File: src/rtl/pipe_alu_fwd.sv
// Four-stage ALU pipeline: S1 latch, S2 operand read/execute, S3 writeback, S4 store.
// S2 forwards the S3 result, so dependent instructions issue back to back without stalling.
module pipe_alu_fwd #(
  parameter  int DW   = 16,
  parameter  int NREG = 16,
  parameter  int AW   = 8,
  localparam int RW   = $clog2(NREG)
) (
  input  logic          clk,
  input  logic          rst,
  input  logic          hold,
  input  logic          in_valid,
  output logic          in_ready,
  input  logic [RW-1:0] rs1,
  input  logic [RW-1:0] rs2,
  input  logic [RW-1:0] rd,
  input  logic [3:0]    func,
  input  logic [AW-1:0] addr,
  output logic [DW-1:0] y,
  output logic          y_valid,
  output logic          y_zero,
  input  logic [AW-1:0] mem_raddr,
  output logic [DW-1:0] mem_rdata
);

  logic          s1_valid_q;
  logic [RW-1:0] s1_rs1_q, s1_rs2_q, s1_rd_q;
  logic [3:0]    s1_func_q;
  logic [AW-1:0] s1_addr_q;

  logic          s3_valid_q;
  logic [RW-1:0] s3_rd_q;
  logic [AW-1:0] s3_addr_q;
  logic [DW-1:0] s3_res_q;

  logic          s4_valid_q;
  logic [AW-1:0] s4_addr_q;

  logic [DW-1:0] y_q;
  logic          y_zero_q;
  logic          y_valid_q;
  logic [DW-1:0] mem_rdata_q;

  logic [DW-1:0] regs_q [NREG];
  logic [DW-1:0] mem_q  [2**AW];

  logic [DW-1:0] op_a, op_b, res_d;

  // The instruction in S3 has not yet reached the regbank, so its result wins.
  always_comb begin
    op_a = regs_q[s1_rs1_q];
    op_b = regs_q[s1_rs2_q];
    if (s3_valid_q && (s3_rd_q == s1_rs1_q)) op_a = s3_res_q;
    if (s3_valid_q && (s3_rd_q == s1_rs2_q)) op_b = s3_res_q;
  end

  always_comb begin
    res_d = '1;
    case (s1_func_q)
      4'd0:  res_d = op_a + op_b;
      4'd1:  res_d = op_a - op_b;
      4'd2:  res_d = op_a * op_b;
      4'd3:  res_d = op_a >> 1;
      4'd4:  res_d = op_b >> 1;
      4'd5:  res_d = op_a << 1;
      4'd6:  res_d = op_b << 1;
      4'd7:  res_d = ~op_a;
      4'd8:  res_d = ~op_b;
      4'd9:  res_d = op_a & op_b;
      4'd10: res_d = op_a | op_b;
      4'd11: res_d = op_a ^ op_b;
      4'd12: res_d = op_a;
      default: res_d = '1;
    endcase
  end

  always_ff @(posedge clk) begin
    if (rst) begin
      s1_valid_q <= 1'b0;
      s3_valid_q <= 1'b0;
      s4_valid_q <= 1'b0;
      y_q        <= '0;
      y_zero_q   <= 1'b1;
      y_valid_q  <= 1'b0;
    end else if (hold) begin
      y_valid_q  <= 1'b0;
    end else begin
      s1_valid_q <= in_valid;
      s1_rs1_q   <= rs1;
      s1_rs2_q   <= rs2;
      s1_rd_q    <= rd;
      s1_func_q  <= func;
      s1_addr_q  <= addr;
      s3_valid_q <= s1_valid_q;
      s3_rd_q    <= s1_rd_q;
      s3_addr_q  <= s1_addr_q;
      s3_res_q   <= res_d;
      s4_valid_q <= s3_valid_q;
      s4_addr_q  <= s3_addr_q;
      y_valid_q  <= s3_valid_q;
      if (s3_valid_q) begin
        y_q      <= s3_res_q;
        y_zero_q <= (s3_res_q == '0);
      end
    end
  end

  always_ff @(posedge clk) begin
    if (rst) begin
      for (int i = 0; i < NREG; i++) regs_q[i] <= '0;
    end else if (!hold && s3_valid_q) begin
      regs_q[s3_rd_q] <= s3_res_q;
    end
  end

  // Memory is never cleared; the debug read port runs even while the pipeline is held.
  always_ff @(posedge clk) begin
    if (!rst && !hold && s4_valid_q) mem_q[s4_addr_q] <= y_q;
    mem_rdata_q <= mem_q[mem_raddr];
  end

  assign in_ready  = ~hold;
  assign y         = y_q;
  assign y_valid   = y_valid_q;
  assign y_zero    = y_zero_q;
  assign mem_rdata = mem_rdata_q;

endmodule
File: config.mk
export PLATFORM = sky130hd
export DESIGN_NAME = pipe_alu_fwd
export DESIGN_NICKNAME = d
export VERILOG_FILES = /design/src/rtl/pipe_alu_fwd.sv
export SDC_FILE = /design/constraint.sdc
export NUM_CORES = 2
export LEC_CHECK = 0
export CAP_MARGIN = 5
export CORE_ASPECT_RATIO = 1.75
export CORE_MARGIN = 8
export CORE_UTILIZATION = 67
export CTS_CLUSTER_DIAMETER = 120
export DETAILED_ROUTE_END_ITERATION = 7
export PLACE_DENSITY = 0.88
export SETUP_SLACK_MARGIN = 0.1
export SLEW_MARGIN = 20
export SYNTH_ARGS = -nofsm -noshare
export SYNTH_HDL_FRONTEND = slang
export SYNTH_MEMORY_MAX_BITS = 65536
export SYNTH_SLANG_ARGS = --single-unit
File: constraint.sdc
create_clock -name clk -period 15.3 [get_ports clk]
set_input_delay 3.825 -clock clk [delete_from_list [all_inputs] [get_ports clk]]
set_output_delay 3.825 -clock clk [all_outputs]
set_load 0.1 [all_outputs]
==> results of run 1 <==
==> cells in the mapped netlist, types with 11 or more instances <==
cell	count	share of area [%]
a21oi_1	45	0.13
a221oi_1	11	0.054
and2_1	180	0.63
buf_1	92	0.19
buf_2	16	0.045
clkbuf_1	371	0.77
dfxtp_1	45	0.50
edfxtp_1	4412	74
fa_1	81	0.90
ha_1	97	0.67
inv_1	155	0.32
mux2_2	16	0.10
mux2i_1	17	0.095
mux4_2	1504	19
nand2_1	159	0.33
nand3_1	33	0.092
nand4_1	18	0.063
nor2_1	392	0.82
nor2b_1	22	0.076
nor3_1	79	0.22
nor4_1	25	0.087
o21ai_0	44	0.12
o221ai_1	11	0.054
o22ai_1	12	0.042
or2_2	19	0.066
xnor2_1	50	0.24
==> cell families after synthesis <==
family | count (synthesis) | synth area share (%)
muxes | 1554 | 19.2
adders and majority gates | 178 | 1.58
buffers and inverters | 666 | 1.48
xor gates and xnor gates | 64 | 0.346
DFF | 4457 | 74.1
and+or+nand+nor | 952 | 2.49
AOI/OAI and AO/OA | 198 | 0.750
==> per-stage QoR <==
step | hold WS [ns] | instance area (µm²) | setup slack, ns | std cells
2_1_floorplan | 0.400 | 180000 | 6.88 | 8069
3_3_place_gp | 0.405 | 186000 | 5.74 | 11600
==> results by group, run 1 <==
Logic synthesis
  • Syn. warnings: 0
  • Syn avg cell area: 22.3 µm²
  • FF+latch count, synth: 4457
  • EDFF count, synth: 4412
  • Synthesized area: 0.180 mm²
  • Syn nets: 8283
  • FFs w/ async S/R, synth: 0%
  • Sequential cell area fraction in the yosys report: 74.1%
  • Most used DFF post-synth: edfxtp_1
  • Post-synthesis cell type count: 72
  • Cell count after synthesis: 8069

Placed design
  • GP Congestion: approximately 0.94
  • Post-DP HPWL: about 350 mm
  • IO buf count: 70

Status
  • Result of the run: did not finish
  • Stopped at: detailed placement (3_5_place_dp)
  • Error msg: [ERROR DPL-0033] detailed placement checks failed during check placement.

Floorplanning
  • DIE WIDTH: between 400 and 500 µm
  • Initial Util: 67.3%
  • Core Rows: 251
  • I/O pin total: 71
  • Die height: 702 µm
==> run 2, diff against run 1 <==
Settings changed: CORE_ASPECT_RATIO 1.75 to unset, CORE_UTILIZATION 67 to 40, CTS_CLUSTER_DIAMETER 120 to unset, PLACE_DENSITY 0.88 to unset, PLACE_DENSITY_LB_ADDON set to 0.15, SETUP_SLACK_MARGIN 0.1 to unset.
==> run 2 against run 1 <==
Effect of this change:
- the run now ends clean
- area after synthesis is the same
- synthesized cell count is the same
==> results by group, run 2 <==
Timing
  • Final period utilization: 62.0%
  • Max Slew Vio Count: 0
  • RSZ-0062 raised after global routing: no
  • Max_slew headroom: 17.3%
  • Post-Route Skew: just over 0.08 ns
  • Worst slew pin tran: 1.24 ns
  • Final hold vios: 0
  • Fmax: 105 MHz
  • Final Critical Period: 9.49 ns
  • Final setup violation count: 0
  • Setup TNS: 0 ns

Routing
  • Via/cell ratio: 5.78
  • Detailed Routing Iterations Pass 1: 6
  • Via count: 86100
  • Drt wl/cell: around 33 µm
  • Drc violations: 0
  • Final wirelength: 497 mm
  • DR iter-0 viols: 9349
  • Final ANT Viol Nets: 0

Worst setup path
  • Req. time, crit path: roughly 11 ns
  • Critical path type: in -> out
  • Crit-path slowest cell: clkdlybuf4s50_1
  • Most Frequent Cell on Critical Path: clkdlybuf4s50_1
  • Worst path buffer plus inverter count: 3
  • Startpoint types: primary input
  • Critical path cell sequence: clkdlybuf4s50_1 -> inv_1 -> clkdlybuf4s50_1
  • Crit. End Element: output port
  • Crit Path Max Fanout: 6
  • Largest delay share family, worst path: buffers and inverters
  • Crit path largest cell delay: 1.14 ns
  • CP arrival: 5.67 ns

Final layout
  • Fillcell total: 37300
  • FF/Latch Area: 0.133 mm²
  • NumNets Final: 8752
  • Largest Register: mem_q
  • Finished Core Util: 45.6%
  • Commonest non-fill, non-tap cell in the layout: edfxtp_1
  • Share of layout cells above drive strength 1: 30.8%
  • Multi-input gate area: 0.0442 mm²
  • Max reg flops: slightly above 4000
  • Area Overhead vs Synth: 13.6%
  • Biggest regs: mem_q x4096, regs_q x256
  • Most frequent cells in the layout: edfxtp_1 (4412), mux4_2 (1504), clkbuf_16 (461)
  • Final Instance Area: about 0.20 mm²

Logic synthesis
  • Count leader, synth: edfxtp_1 (unchanged)
  • EDFF count, synth: 4412 (unchanged)
  • Syn. warnings: 0 (unchanged)
  • Ranking of synthesized cells by area: edfxtp_1 (74%), mux4_2 (19%), fa_1 (0.90%) (unchanged)
  • Syn avg cell area: 22.3 µm² (unchanged)
  • FF+latch count, synth: 4457 (unchanged)
  • Dominant cell type by area after synthesis: edfxtp_1 (unchanged)
  • Cell count after synthesis: 8069 (unchanged)
  • Post-synthesis cell type count: 72 (unchanged)
  • Most used DFF post-synth: edfxtp_1 (unchanged)
  • Sequential cell area fraction in the yosys report: 74.1% (unchanged)
  • FFs w/ async S/R, synth: 0% (unchanged)
  • Synth top cells by count: edfxtp_1 (4412), mux4_2 (1504), nor2_1 (392) (unchanged)
  • Yosys top cell area share: 73.6% (unchanged)
  • Syn nets: 8283 (unchanged)
  • Synthesized area: 0.180 mm² (unchanged)

Floorplanning
  • Core Rows: 246 (was 251)
  • I/O pin total: 71 (unchanged)
  • Die height: 687 µm (was 702 µm)
  • Initial Util: 40.1% (was 67.3%)
  • DIE WIDTH: 687 µm (was 408 µm)
  • Core Box Area: 0.448 mm²
  • Die ar.: 0.472 mm²

Global route
  • First-pass GRT wire length: 698 mm
  • Largest net degree at the start of global routing: 140
  • Initial antenna violation count: 44
  • Vias in the first global route: 88700
  • Grt total ovfl: 0
  • Tot GR Track Use: between 20 and 25%

Clocking
  • PostCTS Resize Cnt: 0
  • CTS tree: built
  • Cts bufs inserted: 460
  • Root buf cell: clkbuf_16
  • CTS clk-pin slew, worst paths: 0.06 ns
  • Bufs on Longest Clock Path: 4
  • Hold Buf Count CTS: 0
  • Clk Latency, worst-skew pair: 1.01 ns
  • CTS sink cnt: 4457
  • H-tree Lvls: 5
  • Post-CTS Setup Bufs: 0

Pwr
  • Leakage Power: approximately 67 nW
  • Cell Pwr Density: 131 mW/mm²
  • Worst VDD drop: 0.000120 V
  • Pwr Total: about 27 mW

Status
  • Result of the run: completed (was did not finish)

Min path
  • Hold Path Class: reg -> reg

Placed design
  • IO buf count: 70 (unchanged)
  • Post-DP HPWL: 296 mm (was 349 mm)
  • Post-DP Area: 0.190 mm²
  • GP Congestion: 0.865 (was 0.936)

Run
  • Max_cap viols: 0
run 2: metal layers:
layer / vias to the layer above / share of wire, % / track usage [%]
li1: 34800 / - / -
met2: 3076 / 48 / 33.8
met3: 625 / 6.8 / 3.61
met5: - / 0.0089 / 0
met1: 47600 / 42 / 29.4
met4: 8 / 2.4 / 4.74
run 2: final cells by class:
class	instances	share of cell area, %
timing repair buffer	506	2.05
clock buffer	580	5.88
clock inverter	270	1.20
tap	5952	3.64
inverter	167	0.307
multi-input combinational	2946	21.6
antenna	18	0.0220
sequential	4457	65.3
run 2: cells by family (layout without fill, tap and decap cells):
group | after synthesis | after routing | share of synthesized area (%)
flops | 4457 | 4457 | 74.1
simple gates | 952 | 952 | 2.49
mux | 1554 | 1554 | 19.2
other cells | 0 | 18 | 0
compound gates | 198 | 198 | 0.750
buf+inv | 666 | 1523 | 1.48
fa+ha+maj | 178 | 178 | 1.58
xor+xnor | 64 | 64 | 0.346
run 2: final timing paths:
path / startpoint / endpoint / slack (ns) / cells after the start
setup / recovery: hold / in_ready / 5.81 / 3
hold reg to reg: s1_addr_q[5]$_DFFE_PP_ / s3_addr_q[5]$_DFFE_PP_ / 0.38 / 0
hold / removal: s1_addr_q[5]$_DFFE_PP_ / s3_addr_q[5]$_DFFE_PP_ / 0.38 / 0
setup reg to reg: flop / s3_res_q[15]$_DFFE_PP_ / 6.38 / 25
run 2: power by group:
group	leakage [nW]	switching, mW	total, mW	internal (mW)
logic	16.1	1.53	2.52	0.994
registers	43.5	0.0708	13.4	13.3
clock network	7.03	4.71	10.8	6.14
total	66.6	6.30	26.8	20.5
run 2: per-stage QoR:
| step | hold WS (ns) | worst slack [ns] | instances |
|---|---|---|---|
| 3_3_place_gp | 0.408 | 5.76 | 14000 |
| 5_1_grt | 0.390 | 5.73 | 14900 |
| 3_5_place_dp | 0.406 | 5.80 | 14000 |
| 6_report | 0.376 | 5.81 | 14900 |
| 4_1_cts | 0.373 | 5.79 | 14900 |
| 2_1_floorplan | 0.400 | 6.88 | 8069 |
Note: power is estimated with default switching activity, not from simulation.
